$ cat src/rtl/nibble_serial_adder_if.sv
// nibble_serial_adder_if
//   Operand/result bundle for nibble_serial_adder.
//   master : producer/consumer side (drives operands and out_ready)
//   slave  : adder side (drives in_ready, result and status)
//   Signals: in_valid/in_ready/a/b/cin (operand handshake),
//            out_valid/out_ready/sum/cout (result handshake), busy.
//   With NIBBLE_SERIAL_ADDER_SUB_EN defined, a 'sub' select travels
//   with the operands.
interface nibble_serial_adder_if #(
  parameter int unsigned WIDTH = 16
);
  logic             in_valid;
  logic             in_ready;
  logic [WIDTH-1:0] a;
  logic [WIDTH-1:0] b;
  logic             cin;
`ifdef NIBBLE_SERIAL_ADDER_SUB_EN
  logic             sub;
`endif
  logic             out_valid;
  logic             out_ready;
  logic [WIDTH-1:0] sum;
  logic             cout;
  logic             busy;

  modport master (
    output in_valid, a, b, cin,
`ifdef NIBBLE_SERIAL_ADDER_SUB_EN
    output sub,
`endif
    output out_ready,
    input  in_ready, out_valid, sum, cout, busy
  );

  modport slave (
    input  in_valid, a, b, cin,
`ifdef NIBBLE_SERIAL_ADDER_SUB_EN
    input  sub,
`endif
    input  out_ready,
    output in_ready, out_valid, sum, cout, busy
  );
endinterface

$ cat src/rtl/nibble_serial_adder.sv
// nibble_serial_adder
//   WIDTH-bit adder that streams operands through a single 4-bit
//   carry-lookahead cell, one nibble per clock, LS nibble first, with the
//   carry registered between nibbles. Result is offered on a valid/ready
//   port once all WIDTH/4 nibbles are done.
// Ports:
//   clk   : clock, rising edge
//   rst_n : synchronous active-low reset
//   bus   : nibble_serial_adder_if.slave
//           in_valid/in_ready/a/b/cin  operand handshake (in_ready only in IDLE)
//           out_valid/out_ready/sum/cout result handshake (registered)
//           busy                        high while RUN or DONE
// Build option:
//   NIBBLE_SERIAL_ADDER_SUB_EN adds bus.sub; sub=1 computes a - b
//   (cout=1 means no borrow). Undefined: add only.
module nibble_serial_adder #(
  parameter int unsigned WIDTH = 16
) (
  input logic                  clk,
  input logic                  rst_n,
  nibble_serial_adder_if.slave bus
);

  localparam int unsigned NIB  = WIDTH / 4;
  localparam int unsigned IDXW = (NIB > 1) ? $clog2(NIB) : 1;

  if ((WIDTH % 4) != 0 || WIDTH < 4) begin : g_width_check
    $error("nibble_serial_adder: WIDTH must be a multiple of 4 and >= 4");
  end

  typedef enum logic [1:0] {
    IDLE = 2'd0,
    RUN  = 2'd1,
    DONE = 2'd2
  } state_t;

  state_t           state;
  logic [IDXW-1:0]  idx;
  logic [WIDTH-1:0] a_q;
  logic [WIDTH-1:0] b_q;
  logic             carry;
  logic [WIDTH-1:0] sum_q;
  logic             cout_q;
  logic             out_valid_q;

  logic [3:0]       nib_a;
  logic [3:0]       nib_b;
  logic [3:0]       cell_s;
  logic             cell_co;
  logic             last_nib;

  // Operand B and initial carry as they are captured on acceptance.
  logic [WIDTH-1:0] b_load;
  logic             c_load;

`ifdef NIBBLE_SERIAL_ADDER_SUB_EN
  // Two's complement subtract: a + ~b + 1; cin is deliberately ignored.
  assign b_load = bus.sub ? ~bus.b : bus.b;
  assign c_load = bus.sub ? 1'b1   : bus.cin;
`else
  assign b_load = bus.b;
  assign c_load = bus.cin;
`endif

  // Select the nibble pair for the current index.
  always_comb begin
    nib_a = '0;
    nib_b = '0;
    for (int unsigned n = 0; n < NIB; n++) begin
      if (idx == IDXW'(n)) begin
        nib_a = a_q[4*n +: 4];
        nib_b = b_q[4*n +: 4];
      end
    end
  end

  assign last_nib = (idx == IDXW'(NIB - 1));

  cla_4bit u_cell (
    .a    (nib_a),
    .b    (nib_b),
    .cin  (carry),
    .s    (cell_s),
    .cout (cell_co)
  );

  always_ff @(posedge clk) begin
    if (!rst_n) begin
      state       <= IDLE;
      idx         <= '0;
      a_q         <= '0;
      b_q         <= '0;
      carry       <= 1'b0;
      sum_q       <= '0;
      cout_q      <= 1'b0;
      out_valid_q <= 1'b0;
    end else begin
      case (state)
        IDLE: begin
          // in_ready is exactly (state == IDLE), so in_valid alone accepts.
          if (bus.in_valid) begin
            a_q   <= bus.a;
            b_q   <= b_load;
            carry <= c_load;
            idx   <= '0;
            state <= RUN;
          end
        end

        RUN: begin
          for (int unsigned n = 0; n < NIB; n++) begin
            if (idx == IDXW'(n)) begin
              sum_q[4*n +: 4] <= cell_s;
            end
          end
          carry <= cell_co;
          if (last_nib) begin
            cout_q      <= cell_co;
            out_valid_q <= 1'b1;
            idx         <= '0;
            state       <= DONE;
          end else begin
            idx <= idx + IDXW'(1);
          end
        end

        DONE: begin
          if (bus.out_ready) begin
            out_valid_q <= 1'b0;
            state       <= IDLE;
          end
        end

        default: begin
          out_valid_q <= 1'b0;
          idx         <= '0;
          state       <= IDLE;
        end
      endcase
    end
  end

  assign bus.in_ready  = (state == IDLE);
  assign bus.busy      = (state == RUN) || (state == DONE);
  assign bus.out_valid = out_valid_q;
  assign bus.sum       = sum_q;
  assign bus.cout      = cout_q;

endmodule

// cla_4bit
//   4-bit carry-lookahead adder cell: s = a + b + cin (low 4 bits),
//   cout = carry out of bit 3. All carries formed from generate/propagate
//   terms directly rather than rippled.
module cla_4bit (
  input  logic [3:0] a,
  input  logic [3:0] b,
  input  logic       cin,
  output logic [3:0] s,
  output logic       cout
);
  logic [3:0] g;
  logic [3:0] p;
  logic [4:0] c;

  always_comb begin
    g    = a & b;
    p    = a ^ b;
    c    = '0;
    c[0] = cin;
    c[1] = g[0] | (p[0] & cin);
    c[2] = g[1] | (p[1] & g[0]) | (p[1] & p[0] & cin);
    c[3] = g[2] | (p[2] & g[1]) | (p[2] & p[1] & g[0])
         | (p[2] & p[1] & p[0] & cin);
    c[4] = g[3] | (p[3] & g[2]) | (p[3] & p[2] & g[1])
         | (p[3] & p[2] & p[1] & g[0]) | (p[3] & p[2] & p[1] & p[0] & cin);
    s    = p ^ c[3:0];
    cout = c[4];
  end
endmodule

$ cat src/flat_wrapper.sv
// flat-port wrapper written by rule: the top's interface ports become plain ports
module nibble_serial_adder_flat 
#(
  parameter int unsigned WIDTH = 16
)
  (clk, rst_n, bus_in_valid, bus_a, bus_b, bus_cin, bus_out_ready, bus_in_ready, bus_out_valid, bus_sum, bus_cout, bus_busy);
  nibble_serial_adder_if #(.WIDTH(WIDTH)) bus_i ();
  input logic clk;
  input logic rst_n;
  input wire logic [$bits(bus_i.in_valid)-1:0] bus_in_valid;
  input wire logic [$bits(bus_i.a)-1:0] bus_a;
  input wire logic [$bits(bus_i.b)-1:0] bus_b;
  input wire logic [$bits(bus_i.cin)-1:0] bus_cin;
  input wire logic [$bits(bus_i.out_ready)-1:0] bus_out_ready;
  output wire logic [$bits(bus_i.in_ready)-1:0] bus_in_ready;
  output wire logic [$bits(bus_i.out_valid)-1:0] bus_out_valid;
  output wire logic [$bits(bus_i.sum)-1:0] bus_sum;
  output wire logic [$bits(bus_i.cout)-1:0] bus_cout;
  output wire logic [$bits(bus_i.busy)-1:0] bus_busy;
  assign bus_i.in_valid = bus_in_valid;
  assign bus_i.a = bus_a;
  assign bus_i.b = bus_b;
  assign bus_i.cin = bus_cin;
  assign bus_i.out_ready = bus_out_ready;
  assign bus_in_ready = bus_i.in_ready;
  assign bus_out_valid = bus_i.out_valid;
  assign bus_sum = bus_i.sum;
  assign bus_cout = bus_i.cout;
  assign bus_busy = bus_i.busy;
  nibble_serial_adder #(.WIDTH(WIDTH)) u_core (.clk(clk), .rst_n(rst_n), .bus(bus_i));
endmodule
$ cat config.mk
export PLATFORM = sky130hd
export DESIGN_NAME = nibble_serial_adder_flat
export DESIGN_NICKNAME = d
export VERILOG_FILES = /design/src/rtl/nibble_serial_adder_if.sv /design/src/rtl/nibble_serial_adder.sv /design/src/flat_wrapper.sv
export SDC_FILE = /design/constraint.sdc
export NUM_CORES = 1
export LEC_CHECK = 0
export BUFFER_PORTS_ARGS = -buffer_cell sky130_fd_sc_hd__buf_2
export CAP_MARGIN = 20
export CORE_AREA = 5 5 74 76
export DETAILED_ROUTE_END_ITERATION = 8
export DIE_AREA = 0 0 79 81
export PLACE_DENSITY = 0.88
export SETUP_SLACK_MARGIN = 0.05
export SLEW_MARGIN = 20
export SYNTH_ARGS = -nofsm -noshare
export SYNTH_HDL_FRONTEND = slang
export SYNTH_SLANG_ARGS = --single-unit
export TNS_END_PERCENT = 30
$ cat constraint.sdc
create_clock -name clk -period 6 [get_ports clk]
set_clock_uncertainty 0.2 [all_clocks]
set_input_delay 0.6 -clock clk [delete_from_list [all_inputs] [get_ports clk]]
set_output_delay 0.6 -clock clk [all_outputs]
set_load 0.05 [all_outputs]
# After elaboration in Yosys (flattened, before gate mapping)
# Index checks and enable logic that the tools add are counted.
[classes] addsub=1 eq_ne=8 muxes=20 bitwise=31 reduce_logical=13
[op_table] operator="4-bit two-way mux" count=8
[op_table] operator="1-bit bitwise AND" count=16
[op_table] operator="2-bit AND reduction" count=7
[op_table] operator="2-bit case mux with 3 select lines" count=2
[op_table] operator="2-bit two-way mux" count=5
[op_table] operator="1-bit bitwise OR" count=10
[op_table] operator="4-bit XOR" count=2
[op_table] operator="2-bit == test (second input constant)" count=3
[op_table] operator="3-bit AND reduction" count=2
[op_table] operator="4-bit bitwise AND" count=1
[op_table] operator="2-bit by 1-bit == test with 1-bit output (second input constant)" count=2
[op_table] operator="2-bit zero test" count=2
[op_table] operator="2-bit != test (second input constant)" count=2
[op_table] operator="1-bit two-way mux" count=3
[op_table] operator="1-bit case mux with 3 select lines" count=1
[op_table] operator="2-bit by 1-bit adder with 2-bit output (second input constant)" count=1
[op_table] operator="2-bit by 1-bit != test with 1-bit output (second input constant)" count=1
[op_table] operator="1-bit inverter" count=2
[op_table] operator="1-bit case mux with 2 select lines" count=1
[op_table] operator="2-bit nonzero test" count=1
[op_table] operator="1-bit logical OR" count=1
[totals] output_inout_bits=20 regBits=55 wordCells=84

# Depth between registers and ports, before layout
# Gate-level depths: netlist (run 1).
[logic_depth] ltp_word=12 mapped_depth=11 mapped_depth_nobuf=9

# Modules after synthesis
# From an unflattened synthesis (run 1), not the netlist that was laid out.
[hier_totals] cells_unflattened=334 area_unflattened_um2=2665.1
[modules_own_cells] mod="nibble_serial_adder" area_per_inst_um2=2517.4 seq_area_each_um2=1101.1 cells_each=317 instances=1
[modules_own_cells] mod="cla_4bit" area_per_inst_um2=147.6 seq_area_each_um2=0.0 cells_each=17 instances=1

# Least setup slack after synthesis (run 1)
# Ideal clock, no wire load.
[synth_path] path_kind="register -> register" startpoint="reg u_core.idx[0]" endpoint="reg u_core.sum_q[10] (netlist: u_core.bus.sum[10])" arrival_time_ps=2349 stages_incl_launch_ff=11 path_slack_ps=3350 setup_ps=101 t_required_ps=5699 synth_period_minus_slack_ps=2650 cell_sequence="dfxtp_1 -> inv_1 -> ha_1 -> buf_6 -> clkbuf_1 -> a21oi_1 -> a22o_1 -> ha_1 -> a211oi_4 -> nor2_2 -> o41ai_1"
[synth_via] elab_chain_cells=10
[synth_rtl] element="from (decl)" line="nibble_serial_adder.sv:38" source="logic [IDXW-1:0] idx;"
[synth_rtl] element="from (signal assigned)" line="nibble_serial_adder.sv:123" source="idx <= idx + IDXW'(1);"
[synth_rtl] element="2-bit zero test" line="nibble_serial_adder.sv:70" source="if (idx == IDXW'(n)) begin"
[synth_rtl] element="4-bit two-way mux (4 in a row)" line="nibble_serial_adder.sv:70"
[synth_rtl] element="4-bit XOR or 4-bit bitwise AND (tied branches)" line="nibble_serial_adder.sv:168, nibble_serial_adder.sv:167"
[synth_rtl] element="1-bit bitwise AND" line="nibble_serial_adder.sv:172" source="c[2] = g[1] | (p[1] & g[0]) | (p[1] & p[0] & cin);"
[synth_rtl] element="1-bit bitwise OR or 1-bit bitwise AND (tied branches)" line="nibble_serial_adder.sv:172"
[synth_rtl] element="1-bit bitwise OR" line="nibble_serial_adder.sv:172"
[synth_rtl] element="4-bit XOR" line="nibble_serial_adder.sv:177" source="s = p ^ c[3:0];"
[synth_rtl] element="to (signal, indexed assignment)" line="nibble_serial_adder.sv:113" source="sum_q[4*n +: 4] <= cell_s;"
[synth_rtl] element="to (decl)" line="nibble_serial_adder.sv:42" source="logic [WIDTH-1:0] sum_q;"
# Parallel ways exist; a longest one is shown, timed or not.
# A chain may end at the register's enable or synchronous reset.

# Worst setup path after layout (run 1)
[layout_path] startpoint="reg u_core.idx[0]" endpoint="reg u_core.sum_q[6] (netlist: u_core.bus.sum[6])"
# Same word-level chain as after synthesis.

==> flow_summary.ini, run 1 <==
[run_status]
status = completed

[clock_tree]
cts_hold_buf = 0
clk_latency_ns = 0.30
clk_pin_slew_ns = 0.09
cts_root_buffer = clkbuf_8
cts_buffers = 5
cts_tree = built
cts.sinks = 55
cts.htree.levels = 2
clk_path_buf_depth = 2
cts_resized = 0
cts_setup_buffers = 0

[routing]
drc = 0
routed_wl_mm = 5.98
post_drt_wl_per_cell_um = 13.9
antenna_left = 0
first_pass_iters = 4
drtIter0Drc = 183
vias = 2427
viasPerCell = 5.63

[synth]
synth.largest_area_cell = dfxtp_1
synth.area.top_cells = dfxtp_1, nand2_1, a21oi_1
ys.warnings.count = 0
yosysMostFrequentCell = nand2_1
ys_ff_latch = 55
synth_common_cells = nand2_1, a21oi_1, dfxtp_1, inv_1, o21ai_0
async_flop_share_pct = 0
synth_seq_area_share_pct = 41.3
avgSynthCellArea_um2 = 7.94
synth_cell_types = 39
synth_edf_count = 0
synth_area_um2 = 2670
postSynthCellCount = 336
synth_top_area_share_pct = 41.3
synthFlopType = dfxtp_1
syn-num-nets = 385

[timing]
rsz0062_at_grt = false
worst_pin_slew_ns = 1.01
max_slew_margin_pct = 32.7
setup_viol_count_final = 0
period_minus_slack_ns = 2.91
fmax_ghz = 0.344
setup_tns_ns = 0
slew_violations = 0
hold_viol_final = 0
post-route-period-util_pct = 48.5
hold_slack_ns = 0.257

[worst_setup_path]
crit_buf_inv = 1
crit_arrival_ns = 2.91
worstPathCellList = inv_1 > ha_1 > a21oi_1 > o21ai_0 > a22o_1 > ha_1 > a211oi_4 > nor2_2 > o41ai_1
critPathMostFrequentCell = ha_1
slowest_delay_ns = 0.41
r2r_end = u_core.bus.sum[6]
critPathMaxFanout = 18
slowest_stage = dfxtp_1
critPathLaunchType = register
r2r_setup_slack_ns = 3.09
critPathRequiredTime_ns = 6.00
r2r_start = u_core.idx[0]
crit_type = register to register
reg2reg_depth = 9
crit_path_start = u_core.idx[0]
cp-end-kind = register
cp_top_family = compound AO/OA/AOI/OAI gates

[die]
core_um2 = 4660
start_util_pct = 57.3
die_area_um2 = 6400
fp-row-count = 25
die_x_um = 79
die_h_um = 81
num_io_pins = 57

[global_routing]
gr-usage-met3_pct = 4.66
grt_util_met2_pct = 33.5
grt_max_degree = 50
grtUsageTotal_pct = 20.0
grt_use_met1_pct = 25.8
grt_first_pass_wirelength_mm = 10.4
grt_remaining_overflow = 0
top_usage_layer = met2
antenna_found_initial = 0
grt_pass1_vias = 2277

[placement]
place.gp.congestion = 0.878
port-buffer-count = 56
dpl.hpwl_mm = 4.37

[run]
max-cap-violations = 0

[pwr]
p_leak_uw = 0.00123
irDropWorstVdd_v = 0.000186
p_per_area_nw_per_um2 = 256

[min_path]
hold_depth = 2
min_from = u_core.bus.sum[12]
hold_end = u_core.bus.sum[12]
hold_path.class = register to register

[layout]
area_growth_pct = 12.5
drive_gt1_share_pct = 18.3
nets = 426
antenna_cells = 0
## worst max path at each step
| stage | to | slack, ns | cells after the start |
|---|---|---|---|
| floorplan | u_core.bus.sum[10] | 3.35 | 10 |
| global placement | u_core.bus.sum[2] | 3.23 | 9 |
| detailed placement | u_core.bus.sum[14] | 3.13 | 9 |
| CTS | u_core.bus.sum[6] | 3.08 | 9 |
| global route | u_core.bus.sum[6] | 2.79 | 9 |
| finish | u_core.bus.sum[6] | 3.09 | 9 |
## metrics by stage
stage	util [%]	setup slack, ns	power, uW	cells	area [um2]
final	64.4	3.09	770	431	3000
after global routing	64.4	2.79	811	431	3000
after CTS	64.4	3.08	774	431	3000
after detailed placement	62.2	3.13	543	424	2900
after global placement	62.2	3.23	539	424	2900
after floorplan	-	3.35	509	336	2670
## sequential cells by signal, summed over array words and instances (netlist names)
name and count:
u_core.a_q 16, u_core.b_q 16, u_core.bus.cout 1, u_core.bus.out_valid 1
u_core.bus.sum 16, u_core.carry 1, u_core.idx 2, u_core.state 2
## logic make-up (layout without fill, tap and decap cells)
logic type	Yosys count	count (layout)	share of synthesized area (%)
AO/OA/AOI/OAI	100	100	22.9
XOR/XNOR	1	1	0.328
adder cells (fa/ha/maj)	12	12	5.91
buffers and inverters	36	77	6.52
flip-flops	55	55	41.3
AND/OR/NAND/NOR	132	132	23.1
## worst min-delay path, cell delays in order (launching register included)
cell and delay [ns]:
dfxtp_1 0.32, nand2_1 0.05, a21oi_1 0.05
## cell type report
class,count,area (um2)
Fill cell,426,1660
Timing Repair Buffer,57,288
Inverter,13,48.8
Clock buffer,6,72.6
Tap cell,54,67.6
Sequential cell,55,1100
Multi-Input combinational cell,245,1390
Clock inverter,1,30.0
## layer usage
layer,wire length (um),part of all wire [%],vias to the layer above
met1,2650,44,1096
li1,-,-,1247
met4,76,1.3,0
met2,2850,48,77
met3,404,6.8,7
met5,0,0,-
## layout by cell type, fill, tap and decap left out, drive strengths merged, types with 6 or more instances in the layout
| cell | Yosys | routed |
|---|---|---|
| a211oi | 6 | 6 |
| a21oi | 58 | 58 |
| a22o | 8 | 8 |
| buf | 15 | 57 |
| clkbuf | 8 | 6 |
| dfxtp | 55 | 55 |
| ha | 11 | 11 |
| inv | 13 | 13 |
| nand2 | 85 | 85 |
| nand3 | 8 | 8 |
| nand4b | 6 | 6 |
| o21ai | 13 | 13 |
## power breakdown
| part | internal, uW | switching [uW] |
|---|---|---|
| combinational | 48.6 | 89.7 |
| clock | 122 | 112 |
| sequential | 384 | 12.4 |
Power figures use the tool's default switching activity.
==> inputs of run 2 (changes only) <==
--- a/config.mk
+++ b/config.mk
@@ -5,12 +5,13 @@
 export SDC_FILE = /design/constraint.sdc
 export NUM_CORES = 1
 export LEC_CHECK = 0
+export ABC_AREA = 1
 export BUFFER_PORTS_ARGS = -buffer_cell sky130_fd_sc_hd__buf_2
 export CAP_MARGIN = 20
-export CORE_AREA = 5 5 74 76
+export CORE_AREA = 5 5 80 82
 export DETAILED_ROUTE_END_ITERATION = 8
-export DIE_AREA = 0 0 79 81
-export PLACE_DENSITY = 0.88
+export DIE_AREA = 0 0 85 87
+export PLACE_DENSITY = 0.79
 export SETUP_SLACK_MARGIN = 0.05
 export SLEW_MARGIN = 20
 export SYNTH_ARGS = -nofsm -noshare
==> constraint.sdc (replaced) <==
create_clock -name clk -period 2.47 [get_ports clk]
set_clock_uncertainty 0.2 [all_clocks]
set_input_delay 0.247 -clock clk [delete_from_list [all_inputs] [get_ports clk]]
set_output_delay 0.247 -clock clk [all_outputs]
set_load 0.05 [all_outputs]
==> run 2 against run 1 <==
Net effect:
- the run now ends with hold timing left
- sequential power increased to 2.7 times the previous value
- cell area increased by 9.3%
- flip-flop and latch count unchanged
- clock power increased by 140%
- non-clock buffer count increased by 17
- synthesized cell count increased by 8.0%
- total power increased to 3.6 times the previous value
- fmax increased by 21%
- via count increased by 3.9%
- core utilization decreased by 6.6 points
- worst hold slack got worse by 0.26 ns
==> flow_summary.ini, run 2 <==
[run_status]
status = complete, but fails checks
violations = hold timing

[global_routing]
grt_max_degree = 45
antenna_found_initial = 0
grt_remaining_overflow = 0
grt_pass1_vias = 2354
grt_first_pass_wirelength_mm = 10.5
grtUsageTotal_pct = 17.4

[timing]
fmax_ghz = 0.417
hold_slack_ns = -0.00404
hold_viol_final = 5
period_minus_slack_ns = 2.40
post-route-period-util_pct = 97.0
slew_violations = 0
worst_pin_slew_ns = 0.617
rsz0062_at_grt = true
max_slew_margin_pct = 58.9
setup_viol_count_final = 0
layout_setup_ws_ns = 0.0740

[synth]
synth.area.top_cells = dfxtp_1, nor2_1, o21ai_0
synth_seq_area_share_pct = 41.7
synth_edf_count = 0
avgSynthCellArea_um2 = 7.27
postSynthCellCount = 363
synth_cell_types = 29
ys_ff_latch = 55
synth_area_um2 = 2640
synth.largest_area_cell = dfxtp_1
synthFlopType = dfxtp_1
async_flop_share_pct = 0
syn-num-nets = 412
synth_common_cells = nor2_1, dfxtp_1, nand2_1, o21ai_0, inv_1
ys.warnings.count = 0
yosysMostFrequentCell = nor2_1
synth_top_area_share_pct = 41.7

[clock_tree]
cts_tree = built
cts.htree.levels = 2
cts.sinks = 55
clk_path_buf_depth = 2
clk_pin_slew_ns = 0.09
cts_buffers = 5
clk_latency_ns = 0.31
cts_root_buffer = clkbuf_8

[routing]
vias = 2521
post_drt_wl_per_cell_um = 12.7
viasPerCell = 5.01
routed_wl_mm = 6.41
drc = 0
drtIter0Drc = 174
first_pass_iters = 4
antenna_left = 0

[worst_setup_path]
cp-end-kind = register
crit_arrival_ns = 2.41
critPathLaunchType = register
critPathMaxFanout = 7
critPathRequiredTime_ns = 2.49
crit_type = register to register

[pwr]
p_comb_share_pct = 40.7
p_per_area_nw_per_um2 = 847
p_leak_uw = 0.00156
sequentialPowerShare_pct = 38.8
p_clk_share_pct = 20.5
p_int_uw = 1720
sw_frac_of_total_pct = 38.0
irDropWorstVdd_v = 0.000362
p_sw_uw = 1050

[placement]
dpl.hpwl_mm = 4.66
port-buffer-count = 56
place.gp.congestion = 0.860
post-place-cells = 481
pre_cts_ws_ns = -0.170

[die]
start_util_pct = 46.5
die_x_um = 85
die_h_um = 87
fp-row-count = 28
core_um2 = 5680
num_io_pins = 57
die_area_um2 = 7400

[layout]
nets = 477
area_growth_pct = 24.3
final_cell_mix = nor2_1, buf_2, dfxtp_1, nand2_1, o21ai_0
drive_gt1_share_pct = 25.7
final_common_cell = nor2_1
final_cells = 503
antenna_cells = 0

[min_path]
hold_path.class = primary input to register

[run]
max-cap-violations = 0
run 2: cell count changes after synthesis, sizes merged, moves of 5 or more:
cell	before	now
nand4b	6	0
o21ai	13	55
nor2	5	97
a21oi	58	17
a22o	8	0
inv	13	30
nand2	85	55
a211oi	6	1
and2	5	0
or4	5	0
run 2: metrics by stage:
stage	util (%)	hold slack, ns	cell area [um2]	setup TNS [ns]	total power (uW)
2_1_floorplan	-	0.185	2640	0	1830
6_report	57.8	-0.00404	3280	0	2780
3_5_place_dp	51.7	0.265	2930	-0.910	2040
4_1_cts	55.8	0.00125	3160	0	2660
3_3_place_gp	51.7	0.250	2930	-0.225	2000
5_1_grt	57.8	0.00897	3280	-0.0304	2950
run 2: power by group through the flow:
stage                     sequential (uW)  combinational (uW)  clock [uW]
final                                1080                1130         569
after CTS                            1070                1010         579
after floorplan                      1150                 682           0
after global placement               1080                 916           0
after detailed placement             1090                 954           0
after global routing                 1090                1240         616
run 2: critical path, cell delays in order, from the launching register on:
cell	delay (ns)
dfxtp_4	0.39
inv_4	0.06
ha_4	0.17
inv_6	0.07
buf_6	0.12
nand2_1	0.05
a31oi_1	0.20
o21ai_2	0.12
ha_4	0.27
or2_4	0.24
nand3b_1	0.17
nand3_1	0.12
nand2_1	0.07
inv_1	0.03
run 2: layout make-up:
class / instances / area (um2)
fillers: 535 / 2390
multi-input cells: 262 / 1390
flip-flops and latches: 55 / 1110
repair buffers: 74 / 457
inverters: 30 / 130
well taps: 75 / 93.8
clock buffers: 6 / 72.6
clock inverters: 1 / 30.0
run 2: cells by family (layout without fill, tap and decap cells):
| family | after synthesis | count (layout) | synth area share [%] |
|---|---|---|---|
| compound gates | 82 | 82 | 17.5 |
| xor+xnor | 1 | 1 | 0.332 |
| fa+ha+maj | 12 | 12 | 5.97 |
| buf+inv | 46 | 111 | 8.86 |
| flops | 55 | 55 | 41.7 |
| simple gates | 167 | 167 | 25.6 |
run 2: worst paths after layout:
kind	slack, ns	to	start	depth (start not counted)
max reg2reg	0.07	u_core.bus.sum[10]	u_core.idx[0]	13
min	-0.004	u_core.a_q[2]	bus_a[2]	3
min reg2reg	0.27	u_core.bus.out_valid	u_core.bus.out_valid	2
max	0.07	u_core.bus.sum[10]	u_core.idx[0]	13
run 2: per-layer routing:
layer  GRT usage, %  up-vias  part of all wire [%]
met5              0        -                     0
met2           30.1       76                    50
met1           21.0     1137                    42
met3           4.35        7                   6.6
li1               -     1301                     -
met4           6.33        0                   1.4
run 2: timing repair:
action / in CTS / in global routing
buffers inserted: 0 / 5
hold buffers: 10 / 0
pin swaps: 1 / 13
hold endpoints to repair: 10 / 0
endpoints found under the setup margin: 18 / 17
gates resized for setup: 8 / 30
